[config.mk]
export PLATFORM = sky130hd
export DESIGN_NAME = axis_adc_channel_split
export DESIGN_NICKNAME = d
export VERILOG_FILES = /design/src/rtl/axis_adc_channel_split.sv
export SDC_FILE = /design/constraint.sdc
export NUM_CORES = 1
export LEC_CHECK = 0
export ABC_CLOCK_PERIOD_IN_PS = 3700
export BUFFER_PORTS_ARGS = -buffer_cell sky130_fd_sc_hd__buf_4
export CAP_MARGIN = 40
export CORE_AREA = 4 4 111 113
export DETAILED_ROUTE_END_ITERATION = 16
export DIE_AREA = 0 0 115 117
export MAX_ROUTING_LAYER = met4
export PLACE_DENSITY = 0.58
export SLEW_MARGIN = 20
export SYNTH_ARGS = -nofsm -noshare
export SYNTH_HDL_FRONTEND = slang
export SYNTH_SLANG_ARGS = --single-unit
[constraint.sdc]
create_clock -name aclk -period 3.7 [get_ports aclk]
set_input_delay 0.185 -clock aclk [delete_from_list [all_inputs] [get_ports aclk]]
set_output_delay 0.185 -clock aclk [all_outputs]
set_load 0.02 [all_outputs]
[src/rtl/axis_adc_channel_split.sv]
// AXI-Stream splitter: one packed multi-lane ADC beat in, one
// widened and converted stream per channel out.
module axis_adc_channel_split #(
  parameter int NCH              = 2,
  parameter int ADC_DATA_WIDTH   = 14,
  parameter int IN_LANE_WIDTH    = 16,
  parameter int AXIS_TDATA_WIDTH = 32
) (
  input  logic                          aclk,
  input  logic                          aresetn,
  input  logic [NCH*IN_LANE_WIDTH-1:0]  s_axis_tdata,
  input  logic                          s_axis_tvalid,
  output logic                          s_axis_tready,
  output logic [NCH*AXIS_TDATA_WIDTH-1:0] m_axis_tdata,
  output logic [NCH-1:0]                m_axis_tvalid,
  input  logic [NCH-1:0]                m_axis_tready,
  input  logic [1:0]                    cfg_mode,
  input  logic [NCH-1:0]                cfg_chan_en,
  input  logic                          cfg_nonblock,
  input  logic                          cfg_drop_clr,
  output logic [31:0]                   sts_drop_count
);

  localparam int W  = ADC_DATA_WIDTH;
  localparam int OW = AXIS_TDATA_WIDTH;
  localparam int LW = IN_LANE_WIDTH;

  logic [NCH-1:0]    valid_q;
  logic [NCH*OW-1:0] data_q;
  logic [31:0]       drop_q;
  logic              free;
  logic              en_any;
  logic              load;
  logic              drop;

  function automatic logic [OW-1:0] conv(
    input logic [1:0]   mode,
    input logic [W-1:0] x
  );
    logic [W-1:0] y;
    logic         ext;
    y   = x;
    ext = x[W-1];
    unique case (mode)
      2'd0: begin
        y   = x;
        ext = x[W-1];
      end
      2'd1: begin
        y   = x;
        ext = 1'b0;
      end
      2'd2: begin
        y   = {~x[W-1], x[W-2:0]};
        ext = ~x[W-1];
      end
      2'd3: begin
        // -(-2^(W-1)) is not representable; clamp to max positive
        if (x == {1'b1, {(W-1){1'b0}}})
          y = {1'b0, {(W-1){1'b1}}};
        else
          y = ~x + {{(W-1){1'b0}}, 1'b1};
        ext = y[W-1];
      end
    endcase
    return {{(OW-W){ext}}, y};
  endfunction

  always_comb begin
    free = 1'b1;
    for (int i = 0; i < NCH; i++) begin
      if (valid_q[i] && !m_axis_tready[i])
        free = 1'b0;
    end
  end

  assign en_any        = |cfg_chan_en;
  assign s_axis_tready = cfg_nonblock | free | ~en_any;
  assign load          = s_axis_tvalid & free;
  assign drop          = cfg_nonblock & s_axis_tvalid
                       & ~free & en_any;

  always_ff @(posedge aclk or negedge aresetn) begin
    if (!aresetn) begin
      valid_q <= '0;
      data_q  <= '0;
    end else begin
      for (int i = 0; i < NCH; i++) begin
        if (load) begin
          if (cfg_chan_en[i]) begin
            data_q[i*OW +: OW] <=
              conv(cfg_mode, s_axis_tdata[i*LW +: W]);
            valid_q[i] <= 1'b1;
          end else begin
            valid_q[i] <= 1'b0;
          end
        end else if (m_axis_tready[i]) begin
          valid_q[i] <= 1'b0;
        end
      end
    end
  end

  always_ff @(posedge aclk or negedge aresetn) begin
    if (!aresetn)
      drop_q <= '0;
    else if (cfg_drop_clr)
      drop_q <= '0;
    else if (drop && (drop_q != '1))
      drop_q <= drop_q + 32'd1;
  end

  assign m_axis_tdata   = data_q;
  assign m_axis_tvalid  = valid_q;
  assign sts_drop_count = drop_q;

endmodule

# After elaboration in Yosys (flattened, before gate mapping)
# Cells that the tools add are included.
[totals]
regBits = 64
out_inout_bits = 99
in_bits = 43
elab_cells = 55
[op_classes]
reduce_logical = 13
n_eq_ne = 6
add_sub_neg = 3
bitwise_logic = 12
n_mux = 16
[ops]
columns = ["op", "count"]
rows = [
  ["case mux 14 bit (3 select lines)", 2],
  ["two-way mux 32 bit", 2],
  ["adder 32 x 1 -> 32 bit (second input constant)", 1],
  ["inequality test 32 bit (second input constant)", 1],
  ["adder 14 x 1 -> 14 bit (second input constant)", 2],
  ["== test 14 bit (second input constant)", 2],
  ["two-way mux 14 bit", 2],
  ["NOT 14 bit", 2],
  ["two-way mux 1 bit", 8],
  ["case mux 1 bit (4 select lines)", 2],
  ["nonzero test 2 bit", 3],
  ["bitwise AND 1 bit", 4],
  ["== test 2 bit (second input constant)", 2],
  ["NOT 1 bit", 4],
  ["AND reduction 2 bit", 2],
  ["OR reduction 2 bit", 2],
  ["logical AND 1 bit", 3],
  ["== test 2 x 1 -> 1 bit (second input constant)", 1],
  ["logical NOT 1 bit", 2],
  ["logical NOT 2 bit", 1],
  ["bitwise OR 1 bit", 2],
]

# Longest topological paths before layout
# Gate-level depths: netlist (run 1).
[logic_depth]
depth_word = 10
depth_mapped = 8
mapped_depth_nobuf = 7

# Worst setup path after synthesis (run 1)
# OpenSTA, ideal clock, no wires.
[synth_path]
path_type = "reg2reg"
from = "register drop_q[0] (netlist: sts_drop_count[0])"
to = "register drop_q[6] (netlist: sts_drop_count[6])"
setup_time_ns = 0.125
period_less_slack_ns = 2.368
arrival_ns = 2.243
path_slack_ns = 1.332
n_path_buf = 1
required_ns = 3.575
path_stages_with_launch = 8
cell_sequence = "dfrtp_1 ha_1 nand3_1 or4_1 buf_6 o31ai_4 nor3_2 mux2_4"
[synth_via]
elab_chain_len = 3
word_cells_on_any_way = 6
cone_classes = "add/sub: 1; eq/ne: 1; mux: 2; reduce/logical: 2"
[synth_rtl]
columns = ["item", "line", "rtl"]
rows = [
  ["from (decl)", "30", "logic [31:0] drop_q;"],
  ["from (signal assigned)", "110", "drop_q <= drop_q + 32'd1;"],
  ["adder 32 x 1 -> 32 bit or inequality test 32 bit (tied branches)", "110, 109", ""],
  ["two-way mux 32 bit or logical AND 1 bit (tied branches)", "109", "else if (drop && (drop_q != '1))"],
  ["two-way mux 32 bit or nonzero test 2 bit (tied branches)", "--", ""],
]
# Several ways; a longest one is shown, not always the timed one. The select of a mux whose other input is x is not followed.
# A chain may end at the register's enable or synchronous reset.

# Final worst setup path (run 1)
[layout_path]
from = "register drop_q[0] (netlist: sts_drop_count[0])"
to = "register drop_q[14] (netlist: sts_drop_count[14])"
# Same word-level chain as after synthesis.

==> flow_summary.ini, run 1 <==
[die]
ioPinCount = 142
num_rows = 39
die_x_um = 115
coreArea_um2 = 11300
initial_core_util_pct = 34.4
die_h_um = 117
fp.dieArea_um2 = 13500

[synth]
netlist_instances = 446
async_flop_share_pct = 100
syn_nets = 492
yosysWarnings = 0
ys_seq_area_share_pct = 41.2
synth.avg_cell_area_um2 = 8.72
synth_edf_count = 0
syn_area_um2 = 3890
synth_flop_cell = dfrtp_1
ys_types = 47
ys_seq_elements = 64

[routing]
wl_met1_um = 4780
drt-total-wl_um = 10600
wl_per_cell_um = 15.3
ant_nets = 0
wl_met3_um = 471
first_iter_violations = 178
firstDrtPassIters = 4
via_per_inst = 5.11
post-route-drc-count = 0
wl_met2_um = 5130
routed.top_layer = met4
vias = 3533

[sta]
max_slew_margin_pct = 44.8
period_needed_ps = 2740
fmax_mhz = 365
finClkSkew_ps = 5.30
slew_viol_final = 0
finalSetupViolCount = 0
min_period_over_period_pct = 74.1
rsz0062_at_grt = false
tightestPinTransition_ps = 828
setup_tns_ps = 0
hold_violations = 0

[cells_and_area]
n_antenna_cell = 0
layout_common_cells = buf_4 (137), dfrtp_1 (64), nor2_1 (56), a21oi_1 (56), o21ai_0 (24)
fin_util_pct = 45.0
final_common_cell = buf_4
syn_to_final_growth_pct = 31.1
drive_gt1_share_pct = 29.9
nFillCells = 1138
nets = 590

[placed_design]
hpwlAfterDp_um = 7900
port_buffers = 137
gp_congestion = 0.825

[power]
p_sw_uw = 764
leakagePower_nw = 2.18
clkPwrFrac_pct = 35.7
pwr-share-seq_pct = 35.2
pwr-share-comb_pct = 29.1
powerDensity_nw_per_um2 = 469
switching_share_pct = 31.9
ir_worst_vdd_mv = 0.266
p_int_mw = 1.63

[clock_tree]
post_cts_resized = 0
cts_root_buf = clkbuf_16
cts_tree = done
cts_made_buffers = 9
max-clock-path-buffers = 2
clk_pin_slew_ps = 50
cts_max_level = 3
cts_sinks = 64
clk_latency_ps = 330

[global_routing]
grtUsageTotal_pct = 15.5
antenna_found_initial = 0
grt_max_degree = 38
grt_pass1_wl_um = 16300
grt_pass1_vias = 3268
grt-ovfl-total = 0

[setup_path]
path_cells = ha_1 > nand3_1 > or4_1 > o311ai_2 > or3_1 > a21oi_1
cp.arrival_ps = 2930
cp_max_fo = 11
crit_type = reg2reg
crit_path_top_delay_cell = o311ai_2
critPathRequiredTime_ps = 3890
cp-end-kind = register
crit_path_start_kind = register
slowest_delay_ps = 760

[min_path]
hold_class = in2reg

[run]
max_cap_violations = 0

[outcome]
status = complete, no violations
-- flip-flops by register name, indices dropped and copies added (netlist names) --
signal / cells
m_axis_tdata: 30
m_axis_tvalid: 2
sts_drop_count: 32
-- power groups by stage --
stage                     logic (mW)  clock network (mW)  registers (mW)
after floorplan                0.373                   0           0.942
after global placement         0.698                   0           0.852
after detailed placement       0.703                   0           0.855
after CTS                      0.705               0.875           0.844
after global routing           0.750               0.897           0.855
final                          0.697               0.853           0.842
-- path summary, 6_finish.rpt --
path / slack [ps] / startpoint / depth (start not counted) / end
min in group asynchronous: 330 / aresetn / 2 / sts_drop_count[15]
worst max-delay path: 960 / sts_drop_count[0] / 6 / sts_drop_count[14]
max in group asynchronous: 2830 / aresetn / 3 / m_axis_tdata[11]
worst max register to register: 960 / sts_drop_count[0] / 6 / sts_drop_count[14]
worst min-delay path: 150 / s_axis_tdata[16] / 3 / m_axis_tdata[32]
worst min register to register: 480 / m_axis_tdata[33] / 2 / m_axis_tdata[33]
-- metrics by stage --
step / hold WS (ps) / worst slack (ps) / power, mW / area [µm²] / cells
6_report: 151 / 959 / 2.39 / 5100 / 692
5_1_grt: 164 / 793 / 2.50 / 5100 / 692
4_1_cts: 144 / 935 / 2.42 / 5090 / 691
3_5_place_dp: 150 / 970 / 1.56 / 4780 / 674
3_3_place_gp: 349 / 1040 / 1.55 / 4760 / 673
2_1_floorplan: -111 / 1330 / 1.31 / 3890 / 446
-- kinds of logic after synthesis --
family | Yosys count | share of synthesized area [%]
compound gates | 114 | 17.8
xor+xnor | 23 | 5.18
fa+ha+maj | 3 | 0.965
buf+inv | 64 | 9.72
flops | 64 | 41.2
mux | 6 | 1.87
simple gates | 172 | 23.3
-- timing repair --
| action | CTS | global route |
|---|---|---|
| hold buffers | 1 | 0 |
| hold endpoints to repair | 29 | 0 |
| buffers inserted | 0 | 0 |
-- area by class of cell --
cell class,instances,area [µm²],share of cell area (%)
tap,143,179,3.51
timing repair buffer,140,1070,20.9
multi-input combinational,318,1910,37.5
clock buffer,13,260,5.11
inverter,11,41.3,0.810
clock inverter,3,40.0,0.785
sequential,64,1600,31.4
-- Yosys cell counts, types with 3 or more instances --
master | number | area, µm²
nor3b_1 | 3 | 22.5
or4_1 | 9 | 67.6
clkbuf_1 | 16 | 60.1
inv_1 | 11 | 41.3
ha_1 | 3 | 37.5
nor2b_1 | 4 | 25.0
buf_4 | 34 | 255
nor2_1 | 56 | 210
o21ai_0 | 24 | 120
o21ai_1 | 5 | 25.0
or3_1 | 20 | 125
xnor2_1 | 11 | 96.3
and3_1 | 4 | 25.0
a21oi_1 | 56 | 280
nand2b_1 | 8 | 50.1
nand3_1 | 15 | 75.1
a31oi_1 | 4 | 25.0
nor3_1 | 7 | 35.0
o31ai_1 | 9 | 67.6
and2_1 | 3 | 18.8
nor4_1 | 5 | 31.3
xor2_1 | 12 | 105
nand4_1 | 11 | 68.8
dfrtp_1 | 64 | 1600
nand2_1 | 18 | 67.6
-- critical path: cells and delay by family, from the launching register on --
| family | cells | cell delay, ps |
|---|---|---|
| compound gates | 2 | 830 |
| fa+ha+maj | 1 | 200 |
| simple gates | 3 | 1150 |
| flops | 1 | 430 |
-- layer usage --
metal / vias to the layer above / track usage, %
met5: - / -
met4: 0 / 6.10
met3: 12 / 2.26
met2: 80 / 24.3
met1: 1678 / 20.3
li1: 1763 / -
Power figures use the tool's default switching activity.
==> run 2, diff against run 1 <==
ABC_CLOCK_PERIOD_IN_PS = 2450   (was 3700)
PLACE_DENSITY = 0.6   (was 0.58)
clock period = 2.45 ns   (was 3.7 ns; I/O delays follow)
==> run 2 against run 1 <==
  * Sequential power grew 51%
  * Clock skew shrank 1.8 ps
  * Critical path type unchanged
  * Worst setup slack lost 740 ps
  * Highest routed layer unchanged
  * Sequential share of layout area shrank 0.55 points
  * Clock-buffer cell count is the same
==> flow_summary.ini, run 2 (same netlist as run 1, synthesis figures left out) <==
[die]
die_h_um = 117
coreArea_um2 = 11300
num_rows = 39
initial_core_util_pct = 34.4
fp.dieArea_um2 = 13500
ioPinCount = 142
die_x_um = 115

[placed_design]
port_buffers = 137
post_dp_cell_area_um2 = 4910
gp_congestion = 0.828
hpwlAfterDp_um = 8250

[sta]
holdWs_ps = 80.1
min_period_over_period_pct = 91.2
period_needed_ps = 2230
finClkSkew_ps = 3.55
tightestPinTransition_ps = 640
setup_tns_ps = 0
finalSetupViolCount = 0
fmax_mhz = 447
rsz0062_at_grt = false
max_slew_margin_pct = 57.3
slew_viol_final = 0
hold_violations = 0

[cells_and_area]
drive_gt1_share_pct = 31.9
design_area_um2 = 5190
layout_common_cells = buf_4 (155), dfrtp_1 (64), nor2_1 (56), a21oi_1 (56), o21ai_0 (24)
n_antenna_cell = 0
nets = 608
syn_to_final_growth_pct = 33.4
final_common_cell = buf_4
largest_register_ffs = 32

[clock_tree]
cts_root_buf = clkbuf_16
max-clock-path-buffers = 2
clk_latency_ps = 330
cts_tree = done
cts_max_level = 3
clk_pin_slew_ps = 50
cts_sinks = 64
cts_made_buffers = 9

[routing]
vias = 3651
ant_nets = 0
firstDrtPassIters = 5
via_per_inst = 5.16
drt-total-wl_um = 10800
wl_per_cell_um = 15.3
post-route-drc-count = 0
first_iter_violations = 214

[setup_path]
cp.arrival_ps = 2490
cp-end-kind = register
crit_path_start_kind = register
cp_max_fo = 8
r2r_cells = 5
crit_type = reg2reg
critPathRequiredTime_ps = 2700

[global_routing]
grt_pass1_vias = 3450
grt_max_degree = 38
grt-ovfl-total = 0
grtUsageTotal_pct = 16.4
antenna_found_initial = 0
grt_pass1_wl_um = 17200

[outcome]
status = complete, no violations

[run]
max_cap_violations = 0

[power]
leakagePower_nw = 2.25
powerDensity_nw_per_um2 = 670
ir_worst_vdd_mv = 0.307

[min_path]
hold_depth = 3
hold_class = in2reg
## run 2: cell count changes in the layout (fill, tap and decap cells not counted), sizes merged
| cell | change |
|---|---|
| buf | +18 |
| clkinv | -1 |
| bufinv | -1 |
## run 2: critical path: stages, from the launching register on
cell and delay [ps]:
dfrtp_1 450, and4_1 420, and3_1 360, nand3_1 260
or4_1 520, a21oi_1 150
## run 2: layer usage
| metal | share of wire, % | vias up | track usage (%) |
|---|---|---|---|
| li1 | - | 1797 | - |
| met1 | 47 | 1750 | 23.2 |
| met2 | 45 | 87 | 23.3 |
| met3 | 5.2 | 17 | 2.21 |
| met4 | 2.2 | 0 | 7.67 |
| met5 | 0 | - | - |
## run 2: area by class of cell
type | instances | area (µm²)
Clock inverter | 1 | 5.00
Fill cell | 1138 | 6130
Clock buffer | 13 | 250
Inverter | 11 | 41.3
Multi-Input combinational cell | 318 | 1910
Sequential cell | 64 | 1600
Timing Repair Buffer | 158 | 1200
Tap cell | 143 | 179
## run 2: timing repair
item / 4_1_cts / 5_1_grt
endpoints found under the hold margin: 30 / 0
setup buffers: 0 / 1
hold buffers: 1 / 0
gates resized for setup: 0 / 1
setup endpoints to repair: 0 / 7
## run 2: per-stage QoR
stage | instances | power [mW] | util [%] | setup WS, ps
2_1_floorplan | 446 | 1.98 | - | 82.3
3_3_place_gp | 690 | 2.35 | 43.2 | 148
6_report | 708 | 3.48 | 45.8 | 215
3_5_place_dp | 691 | 2.36 | 43.3 | 119
5_1_grt | 708 | 3.65 | 45.8 | 63.4
4_1_cts | 706 | 3.52 | 45.7 | 108
## run 2: report_power, final
group	switching (mW)	internal [mW]
Combinational	0.612	0.452
Sequential	0.0945	1.17
Clock	0.446	0.700
Total	1.15	2.33
## run 2: final timing paths
check	startpoint	to	slack, ps
worst max register to register	sts_drop_count[8]	sts_drop_count[30]	220
worst min register to register	m_axis_tdata[33]	m_axis_tdata[33]	490
worst max-delay path	sts_drop_count[8]	sts_drop_count[30]	220
min in group asynchronous	aresetn	sts_drop_count[15]	270
max in group asynchronous	aresetn	m_axis_tdata[8]	1660
worst min-delay path	s_axis_tdata[16]	m_axis_tdata[32]	80
